## config.mk

```make
export PLATFORM = sky130hd
export DESIGN_NAME = chunked_add_sub
export DESIGN_NICKNAME = d
export VERILOG_FILES = /design/src/rtl/chunked_add_sub.sv
export SDC_FILE = /design/constraint.sdc
export NUM_CORES = 1
export LEC_CHECK = 0
export CAP_MARGIN = 20
export CELL_PAD_IN_SITES_DETAIL_PLACEMENT = 0
export CELL_PAD_IN_SITES_GLOBAL_PLACEMENT = 2
export CORE_AREA = 2 2 136 138
export DETAILED_ROUTE_END_ITERATION = 10
export DIE_AREA = 0 0 138 140
export PLACE_DENSITY_LB_ADDON = 0.1
export SYNTH_ARGS = -nofsm -noshare
export SYNTH_HDL_FRONTEND = slang
export SYNTH_SLANG_ARGS = --single-unit
```

## constraint.sdc

```tcl
create_clock -name clk -period 5.95 [get_ports clk]
set_input_delay 0.595 -clock clk [delete_from_list [all_inputs] [get_ports clk]]
set_output_delay 0.595 -clock clk [all_outputs]
set_load 0.01 [all_outputs]
```

## src/rtl/chunked_add_sub.sv

```systemverilog
// Multi-cycle adder/subtractor: adds CHUNK bits per clock with a registered ripple
// carry, then publishes the result and carry/overflow/zero/negative flags on done.
module chunked_add_sub #(
  parameter int WIDTH = 32,
  parameter int CHUNK = 8
) (
  input  logic             clk,
  input  logic             rst,
  input  logic             start,
  input  logic             sub,
  input  logic             cin,
  input  logic [WIDTH-1:0] a,
  input  logic [WIDTH-1:0] b,
  output logic             busy,
  output logic             done,
  output logic [WIDTH-1:0] sum,
  output logic             cout,
  output logic             ovf,
  output logic             zero,
  output logic             neg
);

  localparam int K     = WIDTH / CHUNK;
  localparam int CNT_W = (K > 1) ? $clog2(K) : 1;
  localparam int IW    = $clog2(WIDTH);
  localparam logic [CNT_W-1:0] LAST = CNT_W'(K - 1);

  typedef enum logic {IDLE, RUN} state_t;

  state_t           r_state;
  state_t           w_state_nx;
  logic             w_accept;
  logic             w_last;

  logic [WIDTH-1:0] r_a;
  logic [WIDTH-1:0] r_b;
  logic [WIDTH-1:0] r_res;
  logic             r_carry;
  logic [CNT_W-1:0] r_idx;

  logic [WIDTH-1:0] r_sum;
  logic             r_done;
  logic             r_cout;
  logic             r_ovf;
  logic             r_zero;
  logic             r_neg;

  logic [IW-1:0]    w_base;
  logic [CHUNK-1:0] w_ac;
  logic [CHUNK-1:0] w_bc;
  logic [CHUNK:0]   w_csum;
  logic [WIDTH-1:0] w_res_nx;
  logic             w_c_msb;

  always_ff @(posedge clk) begin
    if (rst) r_state <= IDLE;
    else     r_state <= w_state_nx;
  end

  always_comb begin
    w_state_nx = r_state;
    w_accept   = 1'b0;
    w_last     = 1'b0;
    case (r_state)
      IDLE: begin
        if (start) begin
          w_state_nx = RUN;
          w_accept   = 1'b1;
        end
      end
      RUN: begin
        if (r_idx == LAST) begin
          w_state_nx = IDLE;
          w_last     = 1'b1;
        end
      end
      default: w_state_nx = IDLE;
    endcase
  end

  // One chunk of the ripple add; the MSB carry-in is recovered from the sum bit.
  always_comb begin
    w_base   = IW'(r_idx) * IW'(CHUNK);
    w_ac     = r_a[w_base +: CHUNK];
    w_bc     = r_b[w_base +: CHUNK];
    w_csum   = {1'b0, w_ac} + {1'b0, w_bc} + (CHUNK+1)'(r_carry);
    w_res_nx = r_res;
    w_res_nx[w_base +: CHUNK] = w_csum[CHUNK-1:0];
    w_c_msb  = w_ac[CHUNK-1] ^ w_bc[CHUNK-1] ^ w_csum[CHUNK-1];
  end

  always_ff @(posedge clk) begin
    if (rst) begin
      r_a     <= '0;
      r_b     <= '0;
      r_res   <= '0;
      r_carry <= 1'b0;
      r_idx   <= '0;
      r_sum   <= '0;
      r_done  <= 1'b0;
      r_cout  <= 1'b0;
      r_ovf   <= 1'b0;
      r_zero  <= 1'b0;
      r_neg   <= 1'b0;
    end else begin
      r_done <= w_last;
      if (w_accept) begin
        r_a     <= a;
        r_b     <= sub ? ~b : b;
        r_carry <= sub ? 1'b1 : cin;
        r_idx   <= '0;
      end else if (r_state == RUN) begin
        r_res   <= w_res_nx;
        r_carry <= w_csum[CHUNK];
        if (w_last) begin
          r_idx  <= '0;
          r_sum  <= w_res_nx;
          r_cout <= w_csum[CHUNK];
          r_ovf  <= w_c_msb ^ w_csum[CHUNK];
          r_zero <= (w_res_nx == '0);
          r_neg  <= w_res_nx[WIDTH-1];
        end else begin
          r_idx  <= r_idx + CNT_W'(1);
        end
      end
    end
  end

  assign busy = (r_state == RUN);
  assign done = r_done;
  assign sum  = r_sum;
  assign cout = r_cout;
  assign ovf  = r_ovf;
  assign zero = r_zero;
  assign neg  = r_neg;

endmodule

```

==> results.yml, run 1 <==
outcome:
  outcome: "finished, final reports clean"
global_routing:
  grt_overflow: 0
  grt_pass1_vias: 4999
  grt_usage: 0.1766
  grt_start_max_net_pins: 97
  grt_pass1_wl_um: 27010
  grt_antenna_before_repair: 0
sta:
  period_minus_slack_ps: 4217
  fin_setup_tns_ps: 0
  maxSlewViolCount: 0
  tightestPinTransition_ps: 1093
  fmax_mhz: 237.1
  period_share: 0.7088
  hold_ws_ps: 454.3
  hold_violations: 0
  slew_headroom: 0.2711
  setup_viol: 0
  rsz0062_at_grt: "false"
  skew_ps: 10.85
  worst_slack_ps: 1733
setup_path:
  cp_data_required_time_ps: 6280
  path_common_cell: "fa_1"
  cp.arrival_ps: 4550
  max_stage_delay_ps: 710
  cp_slowest_cell: "dfxtp_1"
  start_kind: "flip-flop"
  worstSetupEndpointType: "flip-flop"
  cp_top_family: "compound AO/OA/AOI/OAI gates"
  cp.buffers_inverters: 1
  critical_path_class: "reg -> reg"
  path_cells: "buf_4, mux4_2, fa_1, fa_1, a21o_1, a221oi_2, xnor2_1, a21bo_1, a2111o_1, o31ai_2"
  critPathMaxFanout: 17
detailed_routing:
  drt_wl_total_um: 16810
  drtPass1Iterations: 6
  first_iter_violations: 279
  drcViolationCount: 0
  avgViaCountPerCell: 5.067
  wl_per_cell_um: 17.08
  dr_total_vias: 4986
  postRouteAntennaNets: 0
worst_hold_path:
  hp-class: "reg -> reg"
clock_network:
  cts.sinks: 128
  numCtsBuffers: 17
  post_cts_resized: 0
  cts_setup_buffers: 0
  cts_root_buffer: "clkbuf_16"
  h-tree-depth: 4
  tritoncts: "done"
  path_clk_slew_ps: 50
  clk_latency_ps: 420
  cts_buffer_depth: 2
  cts.hold.buffers_added: 0
logic_synthesis:
  synthFlopType: "dfxtp_1"
  seq_area_frac_synth: 0.4290
  synth_top_area_share: 0.4290
  yosysUniqueCellTypes: 59
  syn-cell-area_sq_um: 5973
  yosysWarningCount: 0
  postSynthCellCount: 669
  syn-mean-instance-area_sq_um: 8.929
  synth_edf_count: 0
  ys_async_sr_fraction: 0
  synth_fp_nets: 752
  yosysTopAreaCell: "dfxtp_1"
  ys_ff_latch: 128
  synthTopCellsByArea: "dfxtp_1, a211oi_1, mux4_2"
power:
  peakVddDrop_mv: 0.2577
  power_density_nw_per_um2: 309.5
  p_leak_nw: 2.736
  power.total_w: 0.002410
final_layout:
  num_antenna_cells: 0
  fin_nets: 825
  syn_to_final_growth_pct: 30.37
  drive_gt1_frac: 0.09272
die:
  start_util: 0.3360
  die_h_um: 140
  fp-row-count: 49
  core_area_sq_um: 17780
  io_pins: 107
  die_w_um: 138
  dieArea_sq_um: 19320
place:
  gp_congestion: 0.8066
  io_buffers: 106
  dpl.hpwl_um: 11980
  dpl_worst_slack_ps: 1734
flow_run:
  max_cap_viol_count: 0
==> cells by family (layout without fill, tap and decap cells) <==
family / Yosys count / after routing / synth area share
AOI/OAI and AO/OA: 175 / 175 / 0.2065
and+or+nand+nor: 227 / 227 / 0.1667
muxes: 20 / 20 / 0.06724
buffers and inverters: 68 / 154 / 0.04441
DFF: 128 / 128 / 0.4290
adders and majority gates: 14 / 14 / 0.03184
xor gates and xnor gates: 37 / 37 / 0.05425
==> where the power goes <==
group          leakage [nW]  switching [W]  internal [W]  total, W
registers              1.05      0.0000427      0.000905  0.000948
clock network         0.312       0.000378      0.000726   0.00110
logic                  1.38       0.000198      0.000161  0.000359
==> area by class of cell <==
class / instances / area, sq um
flip-flops and latches: 128 / 2564
clock inverters: 8 / 125.1
clock buffers: 24 / 511.7
fillers: 1779 / 9992
multi-input cells: 473 / 3153
well taps: 229 / 286.5
repair buffers: 113 / 1114
inverters: 9 / 33.78
==> cell usage in the layout (no fill, tap or decap), types with 7 or more instances in the layout <==
cell,Yosys,routed
dfxtp_1,128,127
inv_1,8,8
ha_1,12,12
mux4_2,16,16
a21oi_1,50,50
nand2_1,87,87
a22oi_1,11,11
clkdlybuf4s50_1,0,104
xnor2_1,35,35
nor2_1,92,92
clkbuf_16,0,17
buf_4,1,7
nor3_1,10,10
a211oi_1,71,71
==> worst min-delay path: stages, from the launching register on <==
cell and delay (ps):
dfxtp_1 310, nand2_1 50, a21oi_1 50
==> stage by stage <==
step,std cells,util,area [sq um]
2_1_floorplan,669,-,5973
3_3_place_gp,951,0.4013,7136
3_5_place_dp,951,0.4013,7136
4_1_cts,983,0.4372,7772
5_1_grt,984,0.4380,7787
6_report,984,0.4380,7787
==> synth_stat cells, types with 7 or more instances <==
cell type    n
clkbuf_1    47
a21oi_1     50
xnor2_1     35
nor2_1      92
nand2_1     87
inv_1        8
nor2b_1      7
a211oi_1    71
a22oi_1     11
mux4_2      16
ha_1        12
nor3_1      10
dfxtp_1    128
==> routing by layer <==
layer	routed length, um	share of wire	GRT usage
met4	306	0.018	0.07519
met1	7531	0.45	0.2182
met5	0	0	0
met3	534	0.032	0.03487
met2	8434	0.50	0.3015
==> registers in the layout, indices dropped and copies added, names as in the netlist, 2 cells and up <==
signal,flops
sum,32
r_idx,2
r_b,32
r_res,24
r_a,32
==> path summary, 6_finish.rpt <==
check / start / to / slack (ps) / depth (start not counted)
worst max-delay path: r_idx[0] / zero / 1730 / 10
worst min-delay path: r_a[27] / r_a[27] / 450 / 2
worst max register to register: r_idx[0] / zero / 1730 / 10
worst min register to register: r_a[27] / r_a[27] / 450 / 2
Note: power is estimated with default switching activity, not from simulation.
==> inputs of run 2 (changes only) <==
--- a/config.mk
+++ b/config.mk
@@ -8,9 +8,9 @@
 export CAP_MARGIN = 20
 export CELL_PAD_IN_SITES_DETAIL_PLACEMENT = 0
 export CELL_PAD_IN_SITES_GLOBAL_PLACEMENT = 2
-export CORE_AREA = 2 2 136 138
+export CORE_AREA = 2 2 147 149
 export DETAILED_ROUTE_END_ITERATION = 10
-export DIE_AREA = 0 0 138 140
+export DIE_AREA = 0 0 149 151
 export PLACE_DENSITY_LB_ADDON = 0.1
 export SYNTH_ARGS = -nofsm -noshare
 export SYNTH_HDL_FRONTEND = slang
==> constraint.sdc (replaced) <==
create_clock -name clk -period 3.62 [get_ports clk]
set_input_delay 0.362 -clock clk [delete_from_list [all_inputs] [get_ports clk]]
set_output_delay 0.362 -clock clk [all_outputs]
set_load 0.01 [all_outputs]
==> results.yml, run 2 (same netlist as run 1, synthesis figures left out) <==
power:
  combPwrFrac: 0.164
  power_density_nw_per_um2: 500.1
  p_leak_nw: 2.791
  switchingPower_w: 0.001066
  switching_share: 0.2683
  p_int_w: 0.002906
  seq_power_share: 0.387
  pwr-share-clk: 0.449
  peakVddDrop_mv: 0.2262
clock_network:
  cts_root_buffer: "clkbuf_16"
  cts.sinks: 128
  h-tree-depth: 4
  path_clk_slew_ps: 60
  numCtsBuffers: 17
  tritoncts: "done"
  cts_buffer_depth: 2
  clk_latency_ps: 420
setup_path:
  worstSetupEndpointType: "flip-flop"
  cp_data_required_time_ps: 3960
  critPathMaxFanout: 5
  ff2ff_setup_slack_ps: 200
  path_common_cell: "fa_1"
  cp.arrival_ps: 3750
  start_kind: "flip-flop"
  cp.buffers_inverters: 0
  cp_top_family: "compound AO/OA/AOI/OAI gates"
  path_cells: "mux4_2, fa_1, fa_1, a21o_1, a21oi_1, mux2i_1, nand4_1, a2111o_1, o31ai_2"
  cp_slowest_cell: "mux4_2"
  critical_path_class: "reg -> reg"
  max_stage_delay_ps: 540
detailed_routing:
  avgViaCountPerCell: 4.853
  dr_wl_met2_um: 8640
  dr_total_vias: 5071
  drt_wl_total_um: 17160
  drtPass1Iterations: 5
  wl_met3_um: 598
  drcViolationCount: 0
  first_iter_violations: 304
  postRouteAntennaNets: 0
  maxUsedRoutingLayer: "met4"
  wl_met1_um: 7694
  wl_per_cell_um: 16.42
final_layout:
  final_common_cell: "dfxtp_1"
  fin_util: 0.3814
  layout_common_cells: "dfxtp_1, clkdlybuf4s50_1, nor2_1"
  fin_nets: 840
  multi_input_area_sq_um: 3153
  syn_to_final_growth_pct: 32.95
  regArea_sq_um: 2565
  num_antenna_cells: 0
  fillerInstances: 2171
  drive_gt1_frac: 0.1117
  layoutNonFillerInstCount: 1045
die:
  io_pins: 107
  start_util: 0.2869
  core_area_sq_um: 20820
  die_h_um: 151
  dieArea_sq_um: 22500
  fp-row-count: 53
  die_w_um: 149
place:
  dp.cells: 1012
  io_buffers: 106
  gp_congestion: 0.8380
  dpl.hpwl_um: 12410
sta:
  tightestPinTransition_ps: 906.4
  period_share: 0.9435
  rsz0062_at_grt: "false"
  maxSlewViolCount: 0
  setup_viol: 0
  period_minus_slack_ps: 3416
  hold_ws_ps: 413.5
  fmax_mhz: 292.8
  slew_headroom: 0.3957
  skew_ps: 9.671
  fin_setup_tns_ps: 0
  hold_violations: 0
global_routing:
  grt_overflow: 0
  grt_start_max_net_pins: 93
  grt_antenna_before_repair: 0
  grt_usage: 0.1597
  grt_pass1_vias: 5089
  grt_pass1_wl_um: 27480
worst_hold_path:
  hp-class: "in -> reg"
outcome:
  outcome: "finished, final reports clean"
flow_run:
  max_cap_viol_count: 0
## run 2: cell count changes in the layout (fill, tap and decap cells not counted)
cell        delta
buf_4         +15
clkbuf_8       -4
clkinvlp_4     +2
inv_6          +2
buf_12         +1
buf_8          -1
dfxtp_1        -1
dfxtp_2        +1
## run 2: path summary, 6_finish.rpt
path,start,end,cells past startpoint
min,rst,r_a[18],2
max,r_idx[0],zero,9
max reg2reg,r_idx[0],zero,9
min reg2reg,r_a[19],r_a[19],2
## run 2: metal layers
layer,GRT usage,vias to the layer above
li1,-,2568
met2,0.2772,100
met1,0.1979,2387
met4,0.04524,0
met3,0.03825,16
met5,0,-
## run 2: worst register-to-register path: stages, from the launching register on
cell,delay [ps]
dfxtp_2,390
mux4_2,540
fa_1,450
fa_1,420
a21o_1,210
a21oi_1,280
mux2i_1,350
nand4_1,120
a2111o_1,370
o31ai_2,210
## run 2: layout make-up
type	count	share of cell area
multi-input cells	473	0.3970
flip-flops and latches	128	0.3230
repair buffers	128	0.1550
clock buffers	20	0.05751
well taps	275	0.04333
clock inverters	12	0.01985
inverters	9	0.004254
## run 2: metrics by stage
stage          total power [W]  setup slack, ps  instance area, sq um
3_3_place_gp          0.002222            167.3                  7318
6_report              0.003972            204.4                  7941
3_5_place_dp          0.002227            132.8                  7318
2_1_floorplan         0.001953            78.49                  5976
5_1_grt               0.004164            70.80                  7941
4_1_cts               0.004029            103.9                  7933
## run 2: power by group through the flow
stage                     logic [W]  registers [W]  clock network, W
final                      0.000653        0.00154           0.00178
after detailed placement   0.000660        0.00157                 0
after global placement     0.000656        0.00157                 0
after floorplan            0.000407        0.00155                 0
after global routing       0.000722        0.00155           0.00190
after CTS                  0.000662        0.00154           0.00183
## run 2: timing repair
item | 4_1_cts | 5_1_grt
setup buffers | 0 | 1
resized for setup | 0 | 1
hold buffers | 0 | 0
setup endpoints to repair | 0 | 1
